<file path="src/rtl/pcpi_issue_stage.sv">
// PCPI issue stage: claims M-extension instructions from the core, holds them stable
// for the coprocessor, and returns a single-cycle response (or a watchdog abort).
module pcpi_issue_stage #(
  parameter int XLEN           = 32,
  parameter int TIMEOUT_CYCLES = 64
) (
  input  logic            clk,
  input  logic            resetn,
  input  logic            core_valid,
  input  logic [31:0]     core_insn,
  input  logic [XLEN-1:0] core_rs1,
  input  logic [XLEN-1:0] core_rs2,
  output logic            core_wr,
  output logic [XLEN-1:0] core_rd,
  output logic            core_wait,
  output logic            core_ready,
  output logic            cp_valid,
  output logic [31:0]     cp_insn,
  output logic [XLEN-1:0] cp_rs1,
  output logic [XLEN-1:0] cp_rs2,
  input  logic            cp_wr,
  input  logic [XLEN-1:0] cp_rd,
  input  logic            cp_busy,
  input  logic            cp_ready,
  output logic            timeout_err,
  output logic [2:0]      dbg_state
);

  // Handshake: core_valid is a level request. A claimed instruction is answered by
  // exactly one core_ready cycle. cp_valid stays high from ISSUE until cp_ready is
  // sampled in WAIT or the watchdog fires; cp_ready is then expected to fall after
  // cp_valid drops, and DRAIN waits for the coprocessor and core to go quiet.
  typedef enum logic [2:0] {
    ST_IDLE  = 3'd0,
    ST_ISSUE = 3'd1,
    ST_WAIT  = 3'd2,
    ST_RESP  = 3'd3,
    ST_DRAIN = 3'd4
  } state_e;

  localparam int CNT_W = $clog2(TIMEOUT_CYCLES + 1);
  localparam logic [CNT_W-1:0] CNT_LAST = CNT_W'(TIMEOUT_CYCLES - 1);

  state_e            state_q, state_d;
  logic [31:0]       insn_q, insn_d;
  logic [XLEN-1:0]   rs1_q, rs1_d;
  logic [XLEN-1:0]   rs2_q, rs2_d;
  logic [XLEN-1:0]   rd_q, rd_d;
  logic              wr_q, wr_d;
  logic              err_q, err_d;
  logic [CNT_W-1:0]  cnt_q, cnt_d;
  logic              claim;

  assign claim = core_valid
              && (core_insn[6:0] == 7'b0110011)
              && (core_insn[31:25] == 7'b0000001);

  always_comb begin
    state_d = state_q;
    insn_d  = insn_q;
    rs1_d   = rs1_q;
    rs2_d   = rs2_q;
    rd_d    = rd_q;
    wr_d    = wr_q;
    err_d   = err_q;
    cnt_d   = cnt_q;
    case (state_q)
      ST_IDLE: begin
        if (claim) begin
          insn_d  = core_insn;
          rs1_d   = core_rs1;
          rs2_d   = core_rs2;
          state_d = ST_ISSUE;
        end
      end
      ST_ISSUE: begin
        cnt_d   = '0;
        state_d = ST_WAIT;
      end
      ST_WAIT: begin
        cnt_d = cnt_q + CNT_W'(1);
        // A completion seen on the last watchdog cycle still counts as success.
        if (cp_ready) begin
          rd_d    = cp_rd;
          wr_d    = cp_wr;
          err_d   = 1'b0;
          state_d = ST_RESP;
        end else if (cnt_q == CNT_LAST) begin
          rd_d    = '0;
          wr_d    = 1'b0;
          err_d   = 1'b1;
          state_d = ST_RESP;
        end
      end
      ST_RESP: begin
        state_d = ST_DRAIN;
      end
      ST_DRAIN: begin
        // A core_valid still held for the finished instruction must not re-issue it.
        if (!cp_ready && !cp_busy && !core_valid) begin
          state_d = ST_IDLE;
        end
      end
      default: begin
        state_d = ST_IDLE;
      end
    endcase
  end

  always_ff @(posedge clk) begin
    if (!resetn) begin
      state_q <= ST_IDLE;
      insn_q  <= '0;
      rs1_q   <= '0;
      rs2_q   <= '0;
      rd_q    <= '0;
      wr_q    <= 1'b0;
      err_q   <= 1'b0;
      cnt_q   <= '0;
    end else begin
      state_q <= state_d;
      insn_q  <= insn_d;
      rs1_q   <= rs1_d;
      rs2_q   <= rs2_d;
      rd_q    <= rd_d;
      wr_q    <= wr_d;
      err_q   <= err_d;
      cnt_q   <= cnt_d;
    end
  end

  // Outputs depend only on state and registers, never directly on inputs.
  assign cp_valid    = (state_q == ST_ISSUE) || (state_q == ST_WAIT);
  assign core_wait   = cp_valid;
  assign core_ready  = (state_q == ST_RESP);
  assign core_wr     = core_ready && wr_q;
  assign core_rd     = core_ready ? rd_q : '0;
  assign timeout_err = core_ready && err_q;
  assign cp_insn     = insn_q;
  assign cp_rs1      = rs1_q;
  assign cp_rs2      = rs2_q;
  assign dbg_state   = state_q;

  a_ready_single: assert property (@(posedge clk) disable iff (!resetn)
    core_ready |=> !core_ready);

  a_ready_not_busy: assert property (@(posedge clk) disable iff (!resetn)
    !(core_ready && (cp_valid || core_wait)));

endmodule
</file>
<file path="config.mk">
export PLATFORM = sky130hd
export DESIGN_NAME = pcpi_issue_stage
export DESIGN_NICKNAME = d
export VERILOG_FILES = /design/src/rtl/pcpi_issue_stage.sv
export SDC_FILE = /design/constraint.sdc
export NUM_CORES = 1
export LEC_CHECK = 0
export BUFFER_PORTS_ARGS = -buffer_cell sky130_fd_sc_hd__buf_2
export CAP_MARGIN = 40
export CORE_MARGIN = 2
export CORE_UTILIZATION = 46
export DETAILED_ROUTE_END_ITERATION = 10
export PLACE_DENSITY = 0.8
export SLEW_MARGIN = 40
export SYNTH_ARGS = -nofsm -noshare
export SYNTH_HDL_FRONTEND = slang
export SYNTH_SLANG_ARGS = --single-unit
</file>
<file path="constraint.sdc">
create_clock -name clk -period 1.8 [get_ports clk]
set_input_delay 0.27 -clock clk [delete_from_list [all_inputs] [get_ports clk]]
set_output_delay 0.27 -clock clk [all_outputs]
set_load 0.05 [all_outputs]
</file>
Word-level counts from Yosys, hierarchy flattened --
Cells that the tools add are included. W data, S select, Z words.
Operators by class: reduce and logical (&&, ||, !) cells 16, equal/unequal tests 10, add/subtract/negate cells 1, mux-type cells 13
Operator list (count):
- $mux W32 | 3
- $pmux W3 S5 | 1
- $eq A7 B6 Y1 const B | 2
- $pmux W7 S2 | 1
- $mux W3 | 4
- $add A7 B1 Y7 const B | 1
- $eq A7 B1 Y1 const B | 1
- $eq A3 B2 Y1 const B | 2
- $logic_and A1 B1 Y1 | 6
- $mux W1 | 4
- $ne A2 B2 Y1 const B | 2
- $reduce_and A2 Y1 | 2
- $reduce_bool A2 Y1 | 2
- $eq A3 B1 Y1 const B | 1
- $eq A3 B3 Y1 const B | 1
- $logic_not A1 Y1 | 3
- $logic_not A3 Y1 | 1
- $ne A3 B3 Y1 const B | 1
- $reduce_and A3 Y1 | 1
- $logic_or A1 B1 Y1 | 1
Storage, ports and cells: flip-flop bits (word level) 140, bits of input ports 134, output and inout port bits 136, logic and storage cells 48

Logic depth before layout (Yosys ltp) --
word-level depth 5, gate-level depth with buffers 7, depth with buffers taken out 5

Worst setup path before layout --
Ideal clock, no wire load.
kind reg2out, start point register state_q[0] (netlist: dbg_state[0]), end point output core_rd[23], buffers on the path 3, data arrival time 2373 ps, stages on the path, launching flop included 6, required time 1530 ps, setup slack -843 ps, path through dfxtp_1 clkbuf_1 and3b_1 clkbuf_1 clkbuf_1 and2_1
Between the ends: cells in the longest elaborated chain, start to end 2
Ends and longest elaborated chain:
- start, declared | line 44 | state_e state_q, state_d;
- start signal, assigned | line 121 | state_q <= state_d;
- $eq A3 B2 Y1 | line 135 | assign core_ready = (state_q == ST_RESP);
- named net core_ready | line 16 | output logic core_ready,
- $mux W32 | line 137 | assign core_rd = core_ready ? rd_q : '0;
- end, declared | line 14 | output logic [XLEN-1:0] core_rd,
The timed path passes the listed nets, and every way through them passes these cells.

Worst setup path after layout --
start point register state_q[0] (netlist: dbg_state[0]), end point output core_rd[31]
Between the ends: cells in the longest elaborated chain, start to end 2
Ends and longest elaborated chain (line):
- $eq A3 B2 Y1 | 135
- $mux W32 | 137
Every way passes these cells.

==> reports/qor.yml <==
synth:
  ys_seq_area_frac: 0.512
  ys_types: 42
  syn_inst: 574
  ys_top_cells_by_count: "nand2_1, dfxtp_1, mux2i_1"
  postSynthAreaPerCell_um2: 9.53
  syn_nets: 709
  synth_area_mm2: 0.00547
  ys_async_sr_fraction: 0
  synth_area_leaders: "dfxtp_1, mux2i_1, nand2_1, a22o_1, and2_1"
  yosysTopAreaCell: "dfxtp_1"
  yosysMostFrequentCell: "nand2_1"
  synth_top_area_share: 0.512
  ys.flop_type: "dfxtp_1"
  synth_seq_cells: 140
  ys_warn_count: 0
  synth-edff-count: 0
pwr:
  p_per_area_mw_per_mm2: 865
  p_leak_nw: 3.69
  vdd_drop_max_v: 0.000517
route:
  wl_um: 14300
  vias: 4817
  drt_iter0_markers: 346
  wl_per_cell_um: 14.5
  detail-route-antenna-nets: 0
  post-route-drc-count: 16
  vias_per_cell: 4.87
  drtPass1Iterations: 9
floorplanning:
  core.rowCount: 39
  dieArea_mm2: 0.0128
  start_util: 0.475
  die_y_um: 113
  core-area_mm2: 0.0115
  dieWidth_um: 113
  ios: 270
place:
  io_buffers: 269
  gp_congestion: 0.749
  place_area_mm2: 0.00704
  dp_hpwl_um: 9580
global_route:
  gr-usage-met3: 0.0814
  grt.total_usage: 0.215
  grt_pass1_wl_um: 22200
  overflow: 0
  met2_usage: 0.364
  grt-busiest-layer: "met2"
  grt_max_degree: 102
  grt_antenna_before_repair: 2
  grt_pass1_vias: 4660
  use_met1: 0.247
sta:
  finalClockSkew_ns: 0.00754
  min_period_ns: 1.81
  hold_ws_ns: 0.0873
  rsz0062_at_grt: "true"
  worstMarginPinSlew_ns: 0.386
  period_share: 1.01
  drv_slew: 0
  timing.fmax_mhz: 552
  setup_viol: 1
  hold_viol: 0
  timing.slew.headroom: 0.742
  worst_slack_ns: -0.0104
critical_path:
  startpoint_type: "register"
  crit_fanout: 28
  required_ns: 1.53
  cp-end-kind: "output port"
  arrival_ns: 1.54
  path_class: "register to output port"
flow_run:
  drv_cap: 0
cts:
  cts.sinks: 140
  clk_latency_ns: 0.40
  cts_tree: "yes"
  clk_pin_slew_ns: 0.06
  cts-root-buf: "clkbuf_16"
  cts_max_level: 4
  cts_made_buffers: 17
  clockBufferDepth: 2
outcome:
  violations: "design-rule violations, negative setup slack"
  status: "finished with violations"
layout:
  syn2layout_area_growth_pct: 45.5
  final_util: 0.691
  final_area_mm2: 0.00796
  drive_gt1_frac: 0.424
  multi_input_area_mm2: 0.00250
  ff_latch_area_mm2: 0.00281
  fillers: 866
  fin_nets: 969
hold_path:
  hold_path.class: "primary input to register"
==> report_power, final <==
| group | total (mW) | switching (mW) | internal (mW) |
|---|---|---|---|
| Sequential | 3.16 | 0.0324 | 3.13 |
| Clock | 3.21 | 1.26 | 1.96 |
| Combinational | 0.500 | 0.274 | 0.226 |
| Total | 6.88 | 1.56 | 5.32 |
==> worst max-delay path: stages, from the launching register on <==
cell and delay [ns]:
dfxtp_4 0.40, and3b_2 0.23, buf_12 0.18, and2_1 0.17
buf_6 0.16
==> cells by family (layout without fill, tap and decap cells) <==
| logic type | after synthesis | in the layout | share of synthesized area |
|---|---|---|---|
| AOI/OAI and AO/OA | 57 | 57 | 0.0847 |
| and+or+nand+nor | 245 | 245 | 0.202 |
| buffers and inverters | 48 | 319 | 0.0464 |
| adders and majority gates | 1 | 1 | 0.00229 |
| xor gates and xnor gates | 1 | 1 | 0.00160 |
| muxes | 82 | 82 | 0.150 |
| DFF | 140 | 140 | 0.512 |
| other | 0 | 1 | 0 |
==> metrics by stage <==
stage	power [mW]	std cells	setup slack [ns]	TNS, ns
global placement	3.69	953	0.000793	0
CTS	6.93	987	-0.0226	-0.0750
finish	6.88	989	-0.0104	-0.0104
detailed placement	3.70	953	-0.0132	-0.0397
global route	7.16	989	-0.0774	-1.71
floorplan	3.49	574	0.0558	0
==> path summary, 6_finish.rpt <==
kind	end	slack [ns]	cells past startpoint	from
max reg2reg	rd_q[11]	0.13	6	cnt_q[0]
max	core_rd[31]	-0.01	4	dbg_state[0]
min reg2reg	cp_rs1[0]	0.45	2	cp_rs1[0]
min	rd_q[17]	0.09	2	cp_rd[17]
==> what timing repair did <==
action	CTS	global route
gates resized for setup	80	24
setup endpoints to repair	37	37
setup buffers	4	1
hold buffers	0	0
pin swaps	0	3
==> registers in the layout (all words and copies together), names as in the netlist <==
name	flops
dbg_state	3
cnt_q	7
wr_q	1
rd_q	32
cp_rs2	32
cp_rs1	32
err_q	1
cp_insn	32
==> area by class of cell <==
type / instances / share of cell area
clock inverter: 10 / 0.0116
antenna: 1 / 0.000315
inverter: 1 / 0.000944
multi-input combinational: 386 / 0.314
tap: 143 / 0.0225
sequential: 140 / 0.354
timing repair buffer: 288 / 0.240
clock buffer: 20 / 0.0574
==> layout by cell type, fill, tap and decap left out, types with 2 or more instances in the layout <==
cell / count
buf_4: 12
clkinvlp_4: 3
buf_6: 12
dfxtp_4: 3
buf_2: 232
and3_1: 10
o21ai_0: 4
nor2_1: 7
and2_1: 4
a21boi_0: 3
o21a_1: 8
nand2b_1: 2
a22o_1: 33
nor2b_1: 2
buf_8: 24
nor3_1: 3
dfxtp_1: 137
a21oi_1: 2
clkbuf_8: 2
buf_12: 8
and2_4: 31
clkinv_4: 2
clkinv_2: 3
nand3_1: 3
mux2i_1: 82
clkbuf_16: 17
nand2_1: 171
==> metal layers <==
| metal | routed length, um | vias to the layer above |
|---|---|---|
| met5 | 0 | - |
| met4 | 190 | 0 |
| met3 | 1150 | 16 |
| met2 | 7130 | 189 |
| met1 | 5840 | 2180 |
| li1 | - | 2432 |
Power figures use the tool's default switching activity.
